**config.mk**
```make
export PLATFORM = sky130hd
export DESIGN_NAME = pwm_multi_ch_flat
export DESIGN_NICKNAME = d
export VERILOG_FILES = /design/src/rtl/pwm_multi_ch_if.sv /design/src/rtl/pwm_multi_ch.sv /design/src/flat_wrapper.sv
export SDC_FILE = /design/constraint.sdc
export NUM_CORES = 1
export LEC_CHECK = 0
export BUFFER_PORTS_ARGS = -buffer_cell sky130_fd_sc_hd__buf_2
export CAP_MARGIN = 0
export CORE_MARGIN = 4
export CORE_UTILIZATION = 30
export DETAILED_ROUTE_END_ITERATION = 12
export SKIP_LAST_GASP = 1
export SLEW_MARGIN = 15
export SYNTH_ARGS = -nofsm -noshare
export SYNTH_HDL_FRONTEND = slang
export SYNTH_SLANG_ARGS = --single-unit
```
**constraint.sdc**
```tcl
create_clock -name clk -period 3 [get_ports clk]
set_input_delay 0.15 -clock clk [delete_from_list [all_inputs] [get_ports clk]]
set_output_delay 0.15 -clock clk [all_outputs]
set_load 0.02 [all_outputs]
```
**src/rtl/pwm_multi_ch_if.sv**
```systemverilog
// rtl/pwm_multi_ch_if.sv - duty-write handshake bundle for pwm_multi_ch
//
// Purpose: groups the duty write request/accept/error signals.
// Signals:
//   wr_valid  master->slave  write request
//   wr_chan   master->slave  target channel index
//   wr_duty   master->slave  new duty value
//   wr_ready  slave->master  write accept
//   wr_err    slave->master  sticky out-of-range channel flag
interface pwm_multi_ch_if #(
  parameter int CHAN_W = 2,
  parameter int WIDTH  = 8
);
  logic              wr_valid;
  logic              wr_ready;
  logic [CHAN_W-1:0] wr_chan;
  logic [WIDTH-1:0]  wr_duty;
  logic              wr_err;

  modport master (
    output wr_valid, wr_chan, wr_duty,
    input  wr_ready, wr_err
  );

  modport slave (
    input  wr_valid, wr_chan, wr_duty,
    output wr_ready, wr_err
  );
endinterface

```
**src/rtl/pwm_multi_ch.sv**
```systemverilog
// rtl/pwm_multi_ch.sv - parametrised multi-channel PWM generator
//
// Purpose: CHANNELS PWM outputs sharing one prescaled counter, edge- or
// center-aligned, with duty/period/mode double-buffered and committed only
// at period boundaries.
// Ports:
//   clk, resetn   clock, asynchronous active-low reset
//   enable        run control; low holds the counter idle and tracks settings
//   center_mode   0 = edge-aligned, 1 = center-aligned (taken at boundary)
//   prescale      counter advances every prescale+1 clk
//   period        top count (taken at boundary)
//   wr            duty write handshake (slave side)
//   pwm_out       registered PWM outputs
//   period_tick   one-clk pulse after each boundary
//   count         current counter value
module pwm_multi_ch #(
  parameter int CHANNELS   = 4,
  parameter int WIDTH      = 8,
  parameter int PRESCALE_W = 8,
  localparam int CHAN_W    = (CHANNELS > 1) ? $clog2(CHANNELS) : 1
) (
  input  logic                  clk,
  input  logic                  resetn,
  input  logic                  enable,
  input  logic                  center_mode,
  input  logic [PRESCALE_W-1:0] prescale,
  input  logic [WIDTH-1:0]      period,
  pwm_multi_ch_if.slave         wr,
  output logic [CHANNELS-1:0]   pwm_out,
  output logic                  period_tick,
  output logic [WIDTH-1:0]      count
);

  typedef enum logic {DIR_UP = 1'b0, DIR_DOWN = 1'b1} dir_t;

  logic [PRESCALE_W-1:0] r_presc;
  logic [WIDTH-1:0]      r_count;
  dir_t                  r_dir;
  logic [WIDTH-1:0]      r_pend     [CHANNELS];
  logic [WIDTH-1:0]      r_act_duty [CHANNELS];
  logic [WIDTH-1:0]      r_act_period;
  logic                  r_act_mode;
  logic                  r_first;
  logic                  r_tick_q;
  logic                  r_err;
  logic                  r_ready;
  logic [CHANNELS-1:0]   r_pwm;

  logic [WIDTH-1:0]      w_count_next;
  dir_t                  w_dir_next;
  logic                  w_tick;
  logic                  w_bound;
  logic                  w_wr_fire;
  logic                  w_chan_ok;

  assign w_tick    = enable && (r_presc == prescale);
  assign w_wr_fire = wr.wr_valid && r_ready;
  assign w_chan_ok = {1'b0, wr.wr_chan} < (CHAN_W+1)'(CHANNELS);

  // Counter/direction successor for the next tick.
  always_comb begin
    w_count_next = r_count;
    w_dir_next   = r_dir;
    if (r_act_period == '0) begin
      w_count_next = '0;
    end else if (!r_act_mode) begin
      w_count_next = (r_count >= r_act_period) ? '0 : r_count + WIDTH'(1);
    end else if (r_dir == DIR_UP) begin
      if (r_count >= r_act_period) begin
        w_count_next = r_count - WIDTH'(1);
        w_dir_next   = DIR_DOWN;
      end else begin
        w_count_next = r_count + WIDTH'(1);
      end
    end else begin
      w_count_next = r_count - WIDTH'(1);
    end
  end

  // r_first makes the first tick after enable (or reset) a boundary.
  assign w_bound = w_tick && ((w_count_next == '0) || r_first);

  always_ff @(posedge clk or negedge resetn) begin
    if (!resetn) begin
      r_presc      <= '0;
      r_count      <= '0;
      r_dir        <= DIR_UP;
      r_act_period <= '0;
      r_act_mode   <= 1'b0;
      r_first      <= 1'b1;
      r_tick_q     <= 1'b0;
      r_err        <= 1'b0;
      r_ready      <= 1'b0;
      r_pwm        <= '0;
      for (int i = 0; i < CHANNELS; i++) begin
        r_pend[i]     <= '0;
        r_act_duty[i] <= '0;
      end
    end else begin
      r_ready  <= 1'b1;
      r_tick_q <= w_bound;

      for (int i = 0; i < CHANNELS; i++) begin
        r_pwm[i] <= enable && (r_count < r_act_duty[i]);
      end

      if (w_wr_fire && !w_chan_ok) begin
        r_err <= 1'b1;
      end
      for (int i = 0; i < CHANNELS; i++) begin
        if (w_wr_fire && w_chan_ok && (wr.wr_chan == CHAN_W'(i))) begin
          r_pend[i] <= wr.wr_duty;
        end
      end

      if (!enable) begin
        // Idle: keep the active set tracking the inputs so re-enable starts fresh.
        r_presc      <= '0;
        r_count      <= '0;
        r_dir        <= DIR_UP;
        r_first      <= 1'b1;
        r_act_period <= period;
        r_act_mode   <= center_mode;
        for (int i = 0; i < CHANNELS; i++) begin
          r_act_duty[i] <= r_pend[i];
        end
      end else if (w_tick) begin
        r_presc <= '0;
        r_first <= 1'b0;
        r_count <= w_count_next;
        if (w_bound) begin
          // Active set loads the pre-edge pending values; same-edge writes wait.
          r_dir        <= DIR_UP;
          r_act_period <= period;
          r_act_mode   <= center_mode;
          for (int i = 0; i < CHANNELS; i++) begin
            r_act_duty[i] <= r_pend[i];
          end
        end else begin
          r_dir <= w_dir_next;
        end
      end else begin
        r_presc <= r_presc + PRESCALE_W'(1);
      end
    end
  end

  assign wr.wr_ready = r_ready;
  assign wr.wr_err   = r_err;
  assign pwm_out     = r_pwm;
  assign period_tick = r_tick_q;
  assign count       = r_count;

endmodule

```
**src/flat_wrapper.sv**
```systemverilog
// flat-port wrapper written by rule: the top's interface ports become plain ports
module pwm_multi_ch_flat 
#(
  parameter int CHANNELS   = 4,
  parameter int WIDTH      = 8,
  parameter int PRESCALE_W = 8,
  localparam int CHAN_W    = (CHANNELS > 1) ? $clog2(CHANNELS) : 1
)
  (clk, resetn, enable, center_mode, prescale, period, pwm_out, period_tick, count, wr_wr_valid, wr_wr_chan, wr_wr_duty, wr_wr_ready, wr_wr_err);
  pwm_multi_ch_if #(.CHAN_W(2), .WIDTH(WIDTH)) wr_i ();
  input  logic clk;
  input  logic resetn;
  input  logic enable;
  input  logic center_mode;
  input  logic [PRESCALE_W-1:0] prescale;
  input  logic [WIDTH-1:0] period;
  output logic [CHANNELS-1:0] pwm_out;
  output logic period_tick;
  output logic [WIDTH-1:0] count;
  input wire logic [$bits(wr_i.wr_valid)-1:0] wr_wr_valid;
  input wire logic [$bits(wr_i.wr_chan)-1:0] wr_wr_chan;
  input wire logic [$bits(wr_i.wr_duty)-1:0] wr_wr_duty;
  output wire logic [$bits(wr_i.wr_ready)-1:0] wr_wr_ready;
  output wire logic [$bits(wr_i.wr_err)-1:0] wr_wr_err;
  assign wr_i.wr_valid = wr_wr_valid;
  assign wr_i.wr_chan = wr_wr_chan;
  assign wr_i.wr_duty = wr_wr_duty;
  assign wr_wr_ready = wr_i.wr_ready;
  assign wr_wr_err = wr_i.wr_err;
  pwm_multi_ch #(.CHANNELS(CHANNELS), .WIDTH(WIDTH), .PRESCALE_W(PRESCALE_W)) u_core (.clk(clk), .resetn(resetn), .enable(enable), .center_mode(center_mode), .prescale(prescale), .period(period), .wr(wr_i), .pwm_out(pwm_out), .period_tick(period_tick), .count(count));
endmodule
```
==> impl_metrics.ini, run 1 <==
[layout]
layout.nets = 632
area_delta_synth_final_pct = 29.06
n_antenna_cell = 0
drive_above_1_share = 0.4215
final_cell_area_mm2 = 0.006952

[run]
maxCapViolCount = 0

[floorplan]
fp.dieH_um = 142.0
core_mm2 = 0.01742
start_util = 0.3093
num_rows = 48
floorplan.die_area_mm2 = 0.02016
ios = 46
die_w_um = 142.0

[setup_path]
crit_fanout = 8
worst_setup_path_start_kind = register
worstSetupPathType = reg -> reg
cp_slowest_cell = or4_4
critPathArrivalTime_ps = 3400
path_buf_inv = 2
reg2reg_from = u_core.count[1]
startpoint = u_core.count[1]
r2r_slack_ps = -150
r2r_cells = 11
cp.depth = 11
cpPeakStageDelay_ps = 520
r2r-end = u_core.r_act_duty[6]
crit_family = compound AO/OA/AOI/OAI gates
critPathRequiredTime_ps = 3240
cp-endpoint = u_core.r_act_duty[6]
worst_setup_path_end_kind = register
crit_chain = ha_4, or4_4, a21oi_4, a211oi_4, or2_4, o221a_4, o311ai_4, o221ai_4, buf_6, clkbuf_16, mux2_4

[cts]
clk_pin_slew_ps = 70
cts.sinks = 97
cts_made_buffers = 9
root_buffer = clkbuf_16
htreeDepth = 3
cts_tree = yes
ctsLongestPathBuffers = 2
clkLatencyLatePin_ps = 350

[route]
drt-pass1-iter-count = 4
drt-total-wl_um = 12810
wl_per_cell_um = 16.17
ant_nets = 0
via_per_inst = 4.774
drt_iter0_drc = 185
drc_errors = 0
vias = 3781

[pwr]
p_leak_nw = 3.506
powerDensity_mw_per_mm2 = 525.1
fin_total_pwr_mw = 3.651
peakVddDrop_v = 0.0003094

[grt]
antenna_found_initial = 0
track_usage = 0.1319
grt_pass1_vias = 4139
grt-ovfl-total = 0
grt_max_degree = 76
grt_first_pass_wirelength_um = 21030

[yosys]
synth_edf_count = 0
synth_area_per_cell_um2 = 11.92
ys_ff_latch = 97
yosysTopAreaCellShare = 0.4460
syn_nets = 522
yosysWarnings = 0
ys_seq_area_frac = 0.4509
synth_area_leader_cell = dfrtp_1
syn_inst = 452
ys.flop_type = dfrtp_1
syn-cell-area_mm2 = 0.005386
synth.area.top_cells = dfrtp_1 (45%), mux2_4 (11%), ha_1 (9.1%), mux2_2 (7.1%), a21o_1 (3.3%)
ys_types = 55
async_flop_share = 1.000

[place]
port_buffers = 44
place.gp.congestion = 0.8663
placed_area_mm2 = 0.006361
dpl.hpwl_um = 9519

[timing]
relSlewSlack = 0.3651
min_period_ps = 3153
skew_ps = 11.35
fmax_mhz = 317.1
period_share = 1.051
layout_setup_ws_ps = -153.3
rsz0062_at_grt = yes
finalHoldViolations = 0
setup_violations = 41
worst_slew_pin_slew_ps = 952.4
whs_ps = 28.84
slew_violations = 0

[run_status]
status = complete, but fails checks
violations = negative setup slack

[min_path]
hp-start = period[6]
hp-class = in -> reg
[kinds of logic after synthesis]
family	share of synthesized area
XOR/XNOR	0.02927
multiplexers	0.1835
AND/OR/NAND/NOR	0.09501
other	0.001394
AO/OA/AOI/OAI	0.1048
flip-flops	0.4509
buffers and inverters	0.04460
adder cells (fa/ha/maj)	0.09059
[per-stage QoR]
step,utilization,setup TNS (ps),instances,setup WS (ps)
3_3_place_gp,0.3652,-2593,763,-98.53
5_1_grt,0.3991,-8930,792,-239.7
6_report,0.3991,-5102,792,-153.3
2_1_floorplan,-,0,452,3.959
3_5_place_dp,0.3652,-5160,763,-169.0
4_1_cts,0.3909,-4329,787,-127.2
[repair_timing]
item                                    4_1_cts  5_1_grt
endpoints found under the hold margin        38        0
gates cloned                                  2        1
pin swaps                                     5        9
buffers inserted                              5        4
hold buffers                                  1        0
gates resized for setup                       7       15
endpoints found under the setup margin       41       42
[cell usage in the layout (no fill, tap or decap), types with 4 or more instances in the layout]
master	count
mux2_2	33
nor2_1	17
nand2b_1	8
and3_1	7
ha_1	34
nand3_1	13
nand2_1	12
o21ai_0	5
xnor2_1	11
o211ai_1	4
inv_1	42
and2_1	4
clkbuf_16	10
nor3_1	7
buf_2	43
dfrtp_2	8
dfrtp_1	88
xor2_1	7
mux2_4	40
ha_4	4
a21oi_1	7
a21o_1	24
nand4_1	5
buf_4	56
[worst min-delay path by stage]
stage                                   endpoint  cells after the start
after floorplan                  u_core.count[0]                      0
after global placement         u_core.r_pend[14]                      1
after detailed placement       u_core.r_pend[22]                      1
after CTS                 u_core.r_act_period[5]                      2
after global routing      u_core.r_act_period[6]                      2
final                     u_core.r_act_period[6]                      2
[cells in the mapped netlist, types with 4 or more instances]
cell and count:
buf_6 5, inv_1 44, and2_1 5, o21ai_0 5, mux2_4 39, dfrtp_1 96
nand2_1 12, nor2_1 19, mux2_2 34, nand3_1 13, o211ai_1 4, nor3_1 8
a21o_1 24, nand2b_1 8, xor2_1 7, nand4_1 5, xnor2_1 11, and3_1 7
or3_1 5, a21oi_1 9, ha_1 39
[power by group]
part	switching, mW	internal [mW]
clock network	0.507	0.745
logic	0.276	0.433
registers	0.148	1.54
total	0.931	2.72
[cell type report]
type	instances	area, um2
clock buffer	10	229.0
timing repair buffer	108	799.5
tap	225	281.5
sequential	97	2439
fill	1664	10470
inverter	44	167.7
clock inverter	6	98.84
multi-input combinational	302	2937
[state kept, by name, indices dropped and copies added, names as in the netlist]
register             flops
u_core.r_first           1
u_core.r_dir             1
u_core.count             8
u_core.period_tick       1
u_core.wr.wr_ready       1
u_core.r_act_duty       32
u_core.r_act_period      8
u_core.r_presc           8
u_core.pwm_out           4
u_core.r_pend           32
u_core.r_act_mode        1
[metal layers]
metal  up-vias  routed length, um  global-route usage
met4         0                284             0.04192
met3        23                404             0.03528
met5         -                  0                   0
met1      1863               5668              0.1622
li1       1833                  -                   -
met2        62               6449              0.2256
Note: power is estimated with default switching activity, not from simulation.
==> run 2, diff against run 1 <==
--- a/config.mk
+++ b/config.mk
@@ -7,11 +7,15 @@
 export LEC_CHECK = 0
 export BUFFER_PORTS_ARGS = -buffer_cell sky130_fd_sc_hd__buf_2
 export CAP_MARGIN = 0
+export CELL_PAD_IN_SITES_DETAIL_PLACEMENT = 0
+export CELL_PAD_IN_SITES_GLOBAL_PLACEMENT = 1
 export CORE_MARGIN = 4
 export CORE_UTILIZATION = 30
 export DETAILED_ROUTE_END_ITERATION = 12
+export PLACE_DENSITY_LB_ADDON = 0.1
 export SKIP_LAST_GASP = 1
 export SLEW_MARGIN = 15
 export SYNTH_ARGS = -nofsm -noshare
 export SYNTH_HDL_FRONTEND = slang
 export SYNTH_SLANG_ARGS = --single-unit
+export TNS_END_PERCENT = 5
==> impl_metrics.ini, run 2 (synthesis gave the netlist of run 1 again) <==
[grt]
grt_first_pass_wirelength_um = 21430
grt_max_degree = 63
track_usage = 0.1370
antenna_found_initial = 0
grt-ovfl-total = 0
grt_pass1_vias = 3941

[cts]
htreeDepth = 3
ctsLongestPathBuffers = 2
clk_pin_slew_ps = 70
cts.sinks = 97
cts_tree = yes
clkLatencyLatePin_ps = 360
cts_made_buffers = 9
root_buffer = clkbuf_16

[timing]
finalSetupTns_ps = -2653
setup_violations = 41
slew_violations = 0
relSlewSlack = 0.5548
period_share = 1.031
finalHoldViolations = 0
min_period_ps = 3093
layout_setup_ws_ps = -93.38
rsz0062_at_grt = yes
worst_slew_pin_slew_ps = 665.9
skew_ps = 9.830
fmax_mhz = 323.3

[route]
drt_iter0_drc = 138
wl_per_cell_um = 16.59
ant_nets = 0
drc_errors = 0
drt-total-wl_um = 13190
via_per_inst = 4.659
drt-pass1-iter-count = 4
vias = 3704

[layout]
stdcell_count = 795
drive_above_1_share = 0.4263
n_antenna_cell = 0
reg.largest.list = u_core.r_act_duty (32), u_core.r_pend (32)
area_delta_synth_final_pct = 29.41
fillers = 1751
layout.nets = 635
final_cell_mix = dfrtp_1 (88), buf_4 (58), buf_2 (43), inv_1 (40), mux2_4 (40)
final_common_cell = dfrtp_1
final_cell_area_mm2 = 0.006970

[place]
dp_cells = 767
place.gp.congestion = 0.8540
placed_area_mm2 = 0.006391
dpl.hpwl_um = 9620
port_buffers = 44

[pwr]
p_switching_uw = 941.9
seqPwrFrac = 0.460
peakVddDrop_v = 0.0002922
combinationalPowerShare = 0.190
p_int_mw = 2.715
switching_share = 0.2576
clkPwrFrac = 0.351
powerDensity_mw_per_mm2 = 524.6
p_leak_nw = 3.517

[setup_path]
crit_fanout = 7
critPathArrivalTime_ps = 3340
worst_setup_path_start_kind = register
worstSetupPathType = reg -> reg
worst_setup_path_end_kind = register
r2r_cells = 12
critPathRequiredTime_ps = 3240
r2r_slack_ps = -90

[floorplan]
ios = 46
core_mm2 = 0.01742
num_rows = 48
die_w_um = 142.0
fp.dieH_um = 142.0
floorplan.die_area_mm2 = 0.02016
start_util = 0.3093

[run]
maxCapViolCount = 0

[min_path]
holdPathStages = 2
hp-class = in -> reg

[run_status]
status = complete, but fails checks
violations = negative setup slack
-- run 2: layout make-up --
cell class	count	area, um2	share of cell area
clock buffer	10	229.0	0.03285
clock inverter	6	97.59	0.01400
inverter	44	165.2	0.02369
multi-input combinational	302	2917	0.4184
sequential	97	2439	0.3498
tap	225	281.5	0.04039
timing repair buffer	111	842.1	0.1208
-- run 2: what timing repair did --
action	4_1_cts	5_1_grt
buffers inserted	7	1
cloned	2	1
hold buffers	1	0
pin swaps	10	12
setup endpoints to repair	41	41
endpoints found under the hold margin	35	0
gates resized for setup	7	17
-- run 2: per-layer routing --
layer	vias to the layer above	routed length, um	track usage
met3	21	355	0.03293
met5	-	0	0
met2	40	6385	0.2261
li1	1829	-	-
met4	0	263	0.04394
met1	1814	6188	0.1778
-- run 2: power by group through the flow --
stage / registers (mW) / logic (mW) / clock network [mW]
after detailed placement: 1.71 / 0.682 / 0
after floorplan: 1.66 / 0.507 / 0
final: 1.68 / 0.693 / 1.28
after global routing: 1.71 / 0.774 / 1.37
after global placement: 1.70 / 0.663 / 0
after CTS: 1.68 / 0.704 / 1.33
-- run 2: path summary, 6_finish.rpt --
check,startpoint,to
max in group asynchronous,resetn,u_core.r_first
setup / recovery,u_core.count[1],u_core.r_act_duty[4]
hold / removal,period[5],u_core.r_act_period[5]
min in group asynchronous,resetn,u_core.period_tick
setup reg to reg,u_core.count[1],u_core.r_act_duty[4]
hold reg to reg,u_core.r_pend[10],u_core.r_act_duty[10]
-- run 2: through the flow --
step / total power [mW] / util / worst slack [ps] / hold WS, ps
after floorplan: 2.168 / - / 3.959 / -145.6
after global placement: 2.366 / 0.3670 / -165.8 / 159.6
after detailed placement: 2.390 / 0.3670 / -168.0 / 160.5
after CTS: 3.713 / 0.3949 / -141.1 / 8.191
after global routing: 3.861 / 0.4002 / -225.6 / 8.452
final: 3.656 / 0.4002 / -93.38 / 20.90
-- run 2: worst max-delay path, stage by stage (launching register included) --
cell and delay, ps:
dfrtp_2 460, inv_2 90, ha_4 140, or3b_4 390, or3_4 340, or3_1 330, a211oi_2 240, nor3_1 70
nand4_1 130, o221ai_4 140, buf_12 190, clkbuf_16 170, mux2_4 290
==> run 3, diff against run 2 <==
--- a/config.mk
+++ b/config.mk
@@ -11,6 +11,7 @@
 export CELL_PAD_IN_SITES_GLOBAL_PLACEMENT = 1
 export CORE_MARGIN = 4
 export CORE_UTILIZATION = 30
+export CTS_BUF_LIST = sky130_fd_sc_hd__clkbuf_8
 export DETAILED_ROUTE_END_ITERATION = 12
 export PLACE_DENSITY_LB_ADDON = 0.1
 export SKIP_LAST_GASP = 1
==> constraint.sdc (replaced) <==
create_clock -name clk -period 3.7 [get_ports clk]
set_input_delay 0.185 -clock clk [delete_from_list [all_inputs] [get_ports clk]]
set_output_delay 0.185 -clock clk [all_outputs]
set_load 0.02 [all_outputs]
==> impl_metrics.ini, run 3 (synthesis gave the netlist of run 1 again) <==
[floorplan]
start_util = 0.3093
ios = 46
num_rows = 48
floorplan.die_area_mm2 = 0.02016
fp.dieH_um = 142.0
die_w_um = 142.0
core_mm2 = 0.01742

[timing]
skew_ps = 11.15
finalSetupTns_ps = 0
rsz0062_at_grt = no
min_period_ps = 3408
worst_slew_pin_slew_ps = 962.2
slew_violations = 0
finalHoldViolations = 0
relSlewSlack = 0.3550
fmax_mhz = 293.4
period_share = 0.9210
setup_violations = 0

[pwr]
p_leak_nw = 3.204
p_int_mw = 1.815
combinationalPowerShare = 0.203
peakVddDrop_v = 0.0002233
clkPwrFrac = 0.259
p_switching_uw = 713.5
seqPwrFrac = 0.538
powerDensity_mw_per_mm2 = 406.9
switching_share = 0.2821

[cts]
cts_tree = yes
cts_made_buffers = 9
clkLatencyLatePin_ps = 380
clk_pin_slew_ps = 100
ctsLongestPathBuffers = 2
root_buffer = clkbuf_8
htreeDepth = 3
cts.sinks = 97

[setup_path]
cp_slowest_cell = a2111oi_1
cpPeakStageDelay_ps = 500
r2r-end = u_core.r_act_duty[29]
reg2reg_from = u_core.count[0]
critPathArrivalTime_ps = 3680
critPathRequiredTime_ps = 3980
worst_setup_path_start_kind = register
r2r_slack_ps = 290
crit_chain = inv_1, ha_1, nand2b_4, a2111oi_1, o211a_2, nor2_1, a32oi_1, nand4_1, o221ai_4, buf_12, mux2_2
r2r_cells = 11
crit_fanout = 23
worst_setup_path_end_kind = register
path_buf_inv = 2
crit_family = compound AO/OA/AOI/OAI gates
worstSetupPathType = reg -> reg

[place]
port_buffers = 44
dpl.hpwl_um = 9138
dp_cells = 728
place.gp.congestion = 0.8228

[layout]
drive_above_1_share = 0.3042
area_delta_synth_final_pct = 15.38
final_cell_mix = dfrtp_1 (96), inv_1 (45), buf_2 (43), mux2_4 (39), ha_1 (39)
stdcell_count = 751
final_common_cell = dfrtp_1
n_antenna_cell = 0
reg.largest.list = u_core.r_act_duty (32), u_core.r_pend (32)
layout.nets = 591

[route]
drc_errors = 0
ant_nets = 0
drt-pass1-iter-count = 5
via_per_inst = 4.699
wl_per_cell_um = 16.67
drt-total-wl_um = 12520
drt_iter0_drc = 172
vias = 3529

[min_path]
holdPathStages = 2
hp-start = period[4]
holdPathEnd = u_core.r_act_period[4]
hp-class = in -> reg

[grt]
grt_pass1_vias = 3750
track_usage = 0.1328
antenna_found_initial = 0
grt_max_degree = 65
grt_first_pass_wirelength_um = 20860
grt-ovfl-total = 0

[run]
maxCapViolCount = 0

[run_status]
status = complete, no violations
-- run 3: cell types whose count changed in the layout (fill, tap and decap cells not counted), moves of 3 or more --
cell,change
clkbuf_16,-10
dfrtp_1,+8
buf_6,-3
buf_16,-3
inv_2,-4
ha_4,-4
ha_1,+4
buf_4,-43
inv_1,+5
clkbuf_8,+9
dlygate4sd3_1,+6
dfrtp_2,-8
-- run 3: how the worst max path moves through the flow --
| stage | start | end | slack (ps) | cells after the start |
|---|---|---|---|---|
| after floorplan | u_core.count[0] | u_core.r_act_duty[0] | 280 | 11 |
| after global placement | u_core.count[0] | u_core.r_act_duty[29] | 260 | 11 |
| after detailed placement | u_core.count[0] | u_core.r_act_duty[29] | 230 | 11 |
| after CTS | u_core.count[0] | u_core.r_act_duty[29] | 200 | 11 |
| after global routing | u_core.count[0] | u_core.r_act_duty[28] | 50 | 11 |
| final | u_core.count[0] | u_core.r_act_duty[29] | 290 | 11 |
-- run 3: final cells by class --
class,count,area [um2]
clock buffer,9,123.9
clock inverter,7,53.80
fill,1755,11200
inverter,44,165.2
multi-input combinational,302,2724
sequential,97,2429
tap,225,281.5
timing repair buffer,67,437.9
-- run 3: power groups by stage --
stage	Clock (mW)	Combinational (mW)	Sequential, mW
floorplan	0	0.398	1.35
global placement	0	0.504	1.38
detailed placement	0	0.519	1.39
CTS	0.697	0.528	1.36
global route	0.739	0.586	1.39
finish	0.655	0.514	1.36
-- run 3: through the flow --
step	worst slack [ps]	instance area (um2)	total power [mW]	utilization	hold slack, ps
global placement	257.5	5966	1.885	0.3425	357.1
finish	292.1	6215	2.529	0.3568	41.03
detailed placement	232.3	5966	1.905	0.3425	366.0
CTS	204.0	6213	2.589	0.3568	13.46
global route	54.27	6215	2.713	0.3568	1.329
floorplan	278.8	5386	1.744	-	-110.6
-- run 3: metal layers --
layer,global-route usage,up-vias,wire (um)
li1,-,1745,-
met1,0.1790,1717,5980
met2,0.2114,55,5916
met3,0.03495,12,439
met4,0.03737,0,180
met5,0,-,0
-- run 3: what timing repair did --
action,in CTS,in global routing
endpoints found under the setup margin,0,7
setup buffers,0,0
hold buffers,7,0
hold endpoints to repair,67,0
gates resized for setup,0,1
